`src/rtl/mem_arb_defs_pkg.sv`:
```
// Shared encodings for mem_port_arbiter: FSM states and request-port owner codes.
package mem_arb_defs;

    typedef enum logic [1:0] {
        ARB_IDLE    = 2'd0,
        ARB_WAIT    = 2'd1,
        ARB_BUSY_IF = 2'd2,
        ARB_BUSY_DM = 2'd3
    } arb_state_t;

    typedef enum logic [1:0] {
        OWN_NONE = 2'd0,
        OWN_IF   = 2'd1,
        OWN_DM   = 2'd2
    } arb_owner_t;

    localparam int STARVE_W = 4;

endpackage

```
`src/rtl/arb_sat_counter.sv`:
```
// Saturating up-counter with synchronous clear; clear has priority over increment.
module arb_sat_counter #(
    parameter int W   = 4,
    parameter int MAX = 4
) (
    input  logic         clk,
    input  logic         reset_n,
    input  logic         clr,
    input  logic         inc,
    output logic [W-1:0] count
);

    localparam logic [W-1:0] MAX_V = W'(MAX);

    always_ff @(posedge clk) begin
        if (!reset_n) begin
            count <= '0;
        end else if (clr) begin
            count <= '0;
        end else if (inc && (count != MAX_V)) begin
            count <= count + 1'b1;
        end
    end

endmodule

```
`src/rtl/mem_port_arbiter.sv`:
```
// Shares one cache request port between fetch (IF) and load/store (DM), one request outstanding.
// Optional perf counters are built when MEM_PORT_ARB_PERF_EN is defined.
module mem_port_arbiter
    import mem_arb_defs::*;
#(
    parameter int ADDR_W     = 32,
    parameter int DATA_W     = 32,
    parameter int STARVE_MAX = 4
) (
    input  logic                clk,
    input  logic                reset_n,
    input  logic                if_req_valid,
    output logic                if_req_ready,
    input  logic [ADDR_W-1:0]   if_req_addr,
    output logic                if_resp_valid,
    output logic [DATA_W-1:0]   if_resp_data,
    input  logic                dm_req_valid,
    output logic                dm_req_ready,
    input  logic [ADDR_W-1:0]   dm_req_addr,
    input  logic [DATA_W-1:0]   dm_req_wdata,
    input  logic [DATA_W/8-1:0] dm_req_wmask,
    output logic                dm_resp_valid,
    output logic [DATA_W-1:0]   dm_resp_data,
    output logic                mem_req_valid,
    input  logic                mem_req_ready,
    output logic [ADDR_W-1:0]   mem_req_addr,
    output logic [DATA_W-1:0]   mem_req_wdata,
    output logic [DATA_W/8-1:0] mem_req_wmask,
    input  logic                mem_resp_valid,
    input  logic [DATA_W-1:0]   mem_resp_data,
`ifdef MEM_PORT_ARB_PERF_EN
    output logic [31:0]         perf_if_grants,
    output logic [31:0]         perf_dm_grants,
    output logic [31:0]         perf_conflicts,
`endif
    output logic [1:0]          dbg_state,
    output logic [STARVE_W-1:0] dbg_starve_cnt
);

    // Handshake: a request fires when valid && ready; the requester holds valid
    // and payload stable until then, and the cache may hold ready low.

    localparam logic [STARVE_W-1:0] STARVE_V = STARVE_W'(STARVE_MAX);

    arb_state_t          state;
    arb_owner_t          owner;
    arb_owner_t          winner;
    arb_owner_t          cur_owner;
    logic [STARVE_W-1:0] starve_cnt;
    logic                fire_if;
    logic                fire_dm;

    always_comb begin
        winner = OWN_NONE;
        if (dm_req_valid && !(if_req_valid && (starve_cnt == STARVE_V))) begin
            winner = OWN_DM;
        end else if (if_req_valid) begin
            winner = OWN_IF;
        end
        // Arbitration only happens in IDLE; WAIT keeps the latched grant.
        case (state)
            ARB_IDLE: cur_owner = winner;
            ARB_WAIT: cur_owner = owner;
            default:  cur_owner = OWN_NONE;
        endcase
        if (!reset_n) begin
            cur_owner = OWN_NONE;
        end
    end

    assign mem_req_valid = (cur_owner != OWN_NONE);
    assign mem_req_addr  = (cur_owner == OWN_DM) ? dm_req_addr  : if_req_addr;
    assign mem_req_wdata = (cur_owner == OWN_DM) ? dm_req_wdata : '0;
    assign mem_req_wmask = (cur_owner == OWN_DM) ? dm_req_wmask : '0;
    assign if_req_ready  = (cur_owner == OWN_IF) && mem_req_ready;
    assign dm_req_ready  = (cur_owner == OWN_DM) && mem_req_ready;
    assign fire_if       = if_req_ready;
    assign fire_dm       = dm_req_ready;

    assign if_resp_valid = reset_n && (state == ARB_BUSY_IF) && mem_resp_valid;
    assign dm_resp_valid = reset_n && (state == ARB_BUSY_DM) && mem_resp_valid;
    assign if_resp_data  = mem_resp_data;
    assign dm_resp_data  = mem_resp_data;

    always_ff @(posedge clk) begin
        if (!reset_n) begin
            state <= ARB_IDLE;
            owner <= OWN_NONE;
        end else begin
            case (state)
                ARB_IDLE: begin
                    if (winner != OWN_NONE) begin
                        owner <= winner;
                        if (mem_req_ready) begin
                            state <= (winner == OWN_IF) ? ARB_BUSY_IF : ARB_BUSY_DM;
                        end else begin
                            state <= ARB_WAIT;
                        end
                    end
                end
                ARB_WAIT: begin
                    if (mem_req_ready) begin
                        state <= (owner == OWN_IF) ? ARB_BUSY_IF : ARB_BUSY_DM;
                    end
                end
                default: begin
                    // Any response in IDLE/WAIT is spurious and never reaches here.
                    if (mem_resp_valid) begin
                        state <= ARB_IDLE;
                        owner <= OWN_NONE;
                    end
                end
            endcase
        end
    end

    arb_sat_counter #(
        .W   (STARVE_W),
        .MAX (STARVE_MAX)
    ) u_starve (
        .clk     (clk),
        .reset_n (reset_n),
        .clr     (fire_if),
        .inc     (fire_dm && if_req_valid),
        .count   (starve_cnt)
    );

`ifdef MEM_PORT_ARB_PERF_EN
    always_ff @(posedge clk) begin
        if (!reset_n) begin
            perf_if_grants <= '0;
            perf_dm_grants <= '0;
            perf_conflicts <= '0;
        end else begin
            if (fire_if) perf_if_grants <= perf_if_grants + 32'd1;
            if (fire_dm) perf_dm_grants <= perf_dm_grants + 32'd1;
            if ((state == ARB_IDLE) && if_req_valid && dm_req_valid) begin
                perf_conflicts <= perf_conflicts + 32'd1;
            end
        end
    end
`endif

    assign dbg_state      = state;
    assign dbg_starve_cnt = starve_cnt;

endmodule
```
`config.mk`:
```
export PLATFORM = sky130hd
export DESIGN_NAME = mem_port_arbiter
export DESIGN_NICKNAME = d
export VERILOG_FILES = /design/src/rtl/mem_arb_defs_pkg.sv /design/src/rtl/arb_sat_counter.sv /design/src/rtl/mem_port_arbiter.sv
export SDC_FILE = /design/constraint.sdc
export NUM_CORES = 1
export LEC_CHECK = 0
export BUFFER_PORTS_ARGS = -buffer_cell sky130_fd_sc_hd__buf_4
export CAP_MARGIN = 10
export CORE_AREA = 2 2 110 112
export DETAILED_ROUTE_END_ITERATION = 7
export DIE_AREA = 0 0 112 114
export GPL_ROUTABILITY_DRIVEN = 0
export GPL_TIMING_DRIVEN = 1
export HOLD_SLACK_MARGIN = 0.1
export PLACE_DENSITY = 0.56
export RECOVER_POWER = 25
export SYNTH_ARGS = -nofsm -noshare
export SYNTH_HDL_FRONTEND = slang
export SYNTH_SLANG_ARGS = --single-unit
```
`constraint.sdc`:
```
create_clock -name clk -period 2.7 [get_ports clk]
set_input_delay 0.27 -clock clk [delete_from_list [all_inputs] [get_ports clk]]
set_output_delay 0.27 -clock clk [all_outputs]
set_load 0.005 [all_outputs]
```
==> reports/metrics.yaml, run 1 <==
setup_path:
  critical_path_class: "flop to output pin"
  cp_slowest_stage_delay_ps: 480
  regToRegStartpoint: "dbg_state[1]"
  slowest_stage: "or3b_4"
  cp_max_fo: 69
  critPathRequiredTime_ps: 2430
  critPathLaunchType: "flop"
  crit_path_end_kind: "output pin"
  crit_path_start: "dbg_state[1]"
  worstPathArrival_ps: 2310
  cp_cell_sequence: "or3b_4 > a211oi_4 > buf_12 > mux2_1 > buf_4"
timing:
  rsz0062_at_grt: "false"
  hold_viol_final: 0
  slew_viol_final: 0
  fmax_mhz: 388
  worst_slew_pin_slew_ps: 516
  setup_viol_count_final: 0
  period_share_pct: 95.5
  slew_headroom_pct: 65.1
  final.min_clock_period_ps: 2580
  fin_tns_setup_ps: 0
  finClkSkew_ps: 2.21
  fin_ws_ps: 122
cts:
  root_buffer: "clkbuf_16"
  clock_sinks: 8
  cts_hold_buf: 0
  cts_buffers: 3
  path_clk_slew_ps: 40
  clk_latency_ps: 240
  postCtsSetupBuffers: 0
  ctsResizeCount: 0
  clock_path_buffers: 2
  h-tree-depth: 1
  cts_tree: "built"
cells_and_area:
  drive_above_1_share_pct: 68.7
  area_growth_pct: 65.3
  multi_input_area_um2: 981
  seq_area_um2: 160
  fin_cells: 476
  layout.nets: 471
  n_antenna_cell: 0
  fill_cells: 1286
grt:
  grt_util_all_layers_pct: 9.71
  grt_pass1_vias: 1822
  grt_pass1_wl_um: 9870
  antenna_found_initial: 0
  grt_overflow_total: 0
  grt_max_degree: 70
power:
  power.leakage_nw: 1.39
  ir_worst_vdd_uv: 253
  powerDensity_nw_per_um2: 289
logic_synthesis:
  synthArstFlopShare_pct: 0
  synth_area_leaders: "buf_4 (28%), mux2_2 (21%), and2_1 (13%)"
  syn_nets: 352
  syn_inst: 212
  yosys.area.top_type: "buf_4"
  synth-seq-cells: 8
  yosysMostFrequentCell: "buf_4"
  netlist.area_leader.share_pct: 28.4
  synth-edff-count: 0
  synth.distinct_cells: 36
  ys_warn_count: 0
  netlist_top_cells_count: "buf_4 (65), and2_1 (37), mux2_2 (32), dfxtp_1 (8), nor2_1 (7)"
  netlist_area_um2: 1720
  synthFlopType: "dfxtp_1"
  synth.avg_cell_area_um2: 8.09
  seq_area_frac_synth_pct: 9.34
detailed_routing:
  vias: 1842
  wl_per_cell_um: 14.9
  drtAntennaViolNets: 0
  dr.first_iter.drc_count: 40
  wl_um: 7070
  viasPerCell: 3.87
  drc: 0
  firstDrtPassIters: 4
min_path:
  min_path_type: "primary input to flop"
  hold_path_startpoint: "reset_n"
floorplanning:
  ios: 281
  core_um2: 11700
  num_rows: 40
  die-width_um: 112
  die_h_um: 114
  dieArea_um2: 12800
  initial_core_util_pct: 14.6
run_status:
  status: "completed"
placement:
  dpl_worst_slack_ps: 340
  hpwl_um: 5860
  numPortBuffers: 184
  place_inst: 473
run:
  drv_cap: 0
## layer usage
| layer | global-route usage (%) | vias to the layer above | wire length, um |
|---|---|---|---|
| li1 | - | 880 | - |
| met1 | 11.5 | 826 | 2700 |
| met2 | 16.8 | 127 | 3470 |
| met3 | 3.35 | 9 | 776 |
| met4 | 2.60 | 0 | 127 |
| met5 | 0 | - | 0 |
## path summary, 6_finish.rpt
check	end	slack [ps]	depth (start not counted)
hold / removal	dbg_state[0]	310	2
hold reg to reg	owner[1]	550	2
setup / recovery	mem_req_addr[31]	120	5
setup reg to reg	u_starve.count[3]	1020	4
## sequential cells by signal (all words and copies together), names as in the netlist
register	count
dbg_state	2
u_starve.count	4
owner	2
## kinds of logic (layout without fill, tap and decap cells)
family,after synthesis,count (layout),share of synthesized area [%]
AOI/OAI and AO/OA,17,17,7.51
xor gates and xnor gates,2,2,1.02
adders and majority gates,2,2,1.46
buffers and inverters,78,195,33.5
DFF,8,8,9.34
muxes,34,34,22.2
and+or+nand+nor,71,71,24.9
## power by group
part           internal, W  switching [W]  total, W
sequential        0.000125     0.00000940  0.000135
clock             0.000192      0.0000658  0.000258
combinational     0.000276       0.000151  0.000427
## metrics by stage
step | instance area, um^2 | hold WS, ps | total power (W) | util (%)
finish | 2840 | 310 | 0.000819 | 24.2
global route | 2840 | 347 | 0.000861 | 24.2
detailed placement | 2760 | 540 | 0.000568 | 23.6
CTS | 2840 | 308 | 0.000830 | 24.2
global placement | 2760 | 535 | 0.000564 | 23.6
floorplan | 1720 | 388 | 0.000379 | -
## layout by cell type (no fill, tap or decap), types with 2 or more instances in the layout
| cell | n |
|---|---|
| buf_4 | 186 |
| and2_1 | 37 |
| mux2_2 | 32 |
| dfxtp_1 | 8 |
| nor2_1 | 7 |
| inv_1 | 5 |
| o21ai_0 | 5 |
| nand2_1 | 5 |
| nor2b_1 | 4 |
| nand3_1 | 3 |
| nor3_1 | 3 |
| a21oi_1 | 3 |
| nand2b_1 | 3 |
| clkbuf_16 | 3 |
| and3_1 | 2 |
| xnor2_1 | 2 |
| ha_1 | 2 |
## layout make-up
type | instances | share of cell area (%)
well taps | 147 | 6.49
flip-flops and latches | 8 | 5.65
clock buffers | 3 | 2.65
inverters | 5 | 0.662
repair buffers | 187 | 50.0
multi-input cells | 126 | 34.6
## critical path, delay by kind of cell, from the launching register on
family          cells  cell delay, ps
simple gates        1             480
buf+inv             2             460
flops               1             410
mux                 1             410
compound gates      1             280
Power figures use the tool's default switching activity.
==> inputs of run 2 (changes only) <==
--- a/config.mk
+++ b/config.mk
@@ -15,6 +15,7 @@
 export HOLD_SLACK_MARGIN = 0.1
 export PLACE_DENSITY = 0.56
 export RECOVER_POWER = 25
+export REMOVE_ABC_BUFFERS = 1
 export SYNTH_ARGS = -nofsm -noshare
 export SYNTH_HDL_FRONTEND = slang
 export SYNTH_SLANG_ARGS = --single-unit
==> constraint.sdc (replaced) <==
create_clock -name clk -period 3.2 [get_ports clk]
set_input_delay 0.32 -clock clk [delete_from_list [all_inputs] [get_ports clk]]
set_output_delay 0.32 -clock clk [all_outputs]
set_load 0.005 [all_outputs]
==> reports/metrics.yaml, run 2 (synthesis gave the netlist of run 1 again) <==
grt:
  grt_pass1_wl_um: 17900
  grt_overflow_total: 0
  antenna_found_initial: 0
  grt_pass1_vias: 2053
  grt_max_degree: 46
  grt_util_all_layers_pct: 20.7
detailed_routing:
  firstDrtPassIters: 5
  drtAntennaViolNets: 0
  vias: 2002
  wl_per_cell_um: 29.4
  wl_um: 14000
  wl_met3_um: 3050
  viasPerCell: 4.21
  dr.first_iter.drc_count: 137
  wl_met1_um: 3780
  highest-signal-layer: "met5"
  route.met2.wl_um: 6720
  drc: 0
cts:
  clock_sinks: 8
  cts_hold_buf: 0
  clock_path_buffers: 2
  ctsResizeCount: 0
  cts_tree: "built"
  clk_latency_ps: 230
  postCtsSetupBuffers: 0
  path_clk_slew_ps: 40
  h-tree-depth: 1
  root_buffer: "clkbuf_16"
  cts_buffers: 3
floorplanning:
  num_rows: 40
  ios: 281
  dieArea_um2: 12800
  core_um2: 11700
  die-width_um: 112
  die_h_um: 114
  initial_core_util_pct: 14.6
setup_path:
  critical_path_class: "flop to output pin"
  reg2reg_depth: 4
  cp_max_fo: 24
  crit_path_end_kind: "output pin"
  reg2reg_to: "u_starve.count[3]"
  regToRegStartpoint: "dbg_state[0]"
  worstPathArrival_ps: 2500
  critPathLaunchType: "flop"
  critPathRequiredTime_ps: 2880
  rrSetupSlack_ps: 1420
timing:
  fin_ws_ps: 384
  slew_headroom_pct: 63.4
  slew_viol_final: 0
  fmax_mhz: 355
  rsz0062_at_grt: "false"
  finClkSkew_ps: 4.01
  fin_tns_setup_ps: 0
  worst_slew_pin_slew_ps: 541
  final.min_clock_period_ps: 2820
  period_share_pct: 88.0
  hold_viol_final: 0
  setup_viol_count_final: 0
cells_and_area:
  largest-register: "u_starve.count"
  n_antenna_cell: 0
  layout_commonest_cell: "buf_4"
  layout.nets: 470
  drive_above_1_share_pct: 68.6
  most-common-layout-cells: "buf_4 (185), and2_1 (37), mux2_2 (32)"
  area_growth_pct: 64.8
  largest_register_ffs: 4
min_path:
  whs_endpoint: "dbg_state[0]"
  hold_path_depth: 2
  hold_path_startpoint: "reset_n"
  min_path_type: "primary input to flop"
placement:
  numPortBuffers: 184
  dpl_worst_slack_ps: 611
  hpwl_um: 12800
power:
  power.leakage_nw: 1.39
  powerDensity_nw_per_um2: 247
  power_w: 0.000698
  ir_worst_vdd_uv: 160
run:
  drv_cap: 0
run_status:
  status: "completed"
## run 2: cell types whose count changed in the layout (fill, tap and decap cells not counted), sizes merged
cell / change
buf: -1
## run 2: worst max path at each step
stage                  from          endpoint  slack, ps  cells past startpoint
2_1_floorplan  dbg_state[0]   mem_req_addr[0]         60                      4
3_3_place_gp   dbg_state[0]  mem_req_addr[16]        670                      6
3_5_place_dp   dbg_state[0]   mem_req_addr[7]        610                      6
4_1_cts        dbg_state[0]   mem_req_addr[7]        360                      6
5_1_grt        dbg_state[0]   mem_req_addr[7]        230                      6
6_report       dbg_state[0]  mem_req_addr[23]        380                      6
## run 2: power by group
| group | switching, W | total, W | internal (W) |
|---|---|---|---|
| Combinational | 0.000136 | 0.000369 | 0.000233 |
| Clock | 0.0000500 | 0.000211 | 0.000161 |
| Sequential | 0.0000127 | 0.000118 | 0.000106 |
| Total | 0.000199 | 0.000698 | 0.000500 |
## run 2: area by class of cell
class	instances	area, um^2
Fill cell	1294	8880
Inverter	5	18.8
Timing Repair Buffer	186	1410
Sequential cell	8	160
Clock buffer	3	75.1
Multi-Input combinational cell	126	981
Tap cell	147	184
## run 2: metrics by stage
| stage | area, um^2 | instances | utilization, % | hold WS, ps |
|---|---|---|---|---|
| floorplan | 1160 | 139 | - | 438 |
| global route | 2830 | 475 | 24.1 | 403 |
| CTS | 2830 | 475 | 24.1 | 376 |
| global placement | 2750 | 472 | 23.5 | 534 |
| finish | 2830 | 475 | 24.1 | 381 |
| detailed placement | 2750 | 472 | 23.5 | 544 |
## run 2: routing by layer
layer,vias up,global-route usage [%]
met3,10,21.0
met5,-,5.49
met2,239,35.7
met1,874,16.2
li1,877,-
met4,2,4.47
## run 2: critical path, cell delays in order (launching register included)
cell and delay (ps):
dfxtp_1 580, nand4bb_1 330, nor2b_1 260, a211oi_4 270, buf_4 310, mux2_2 370, buf_4 140
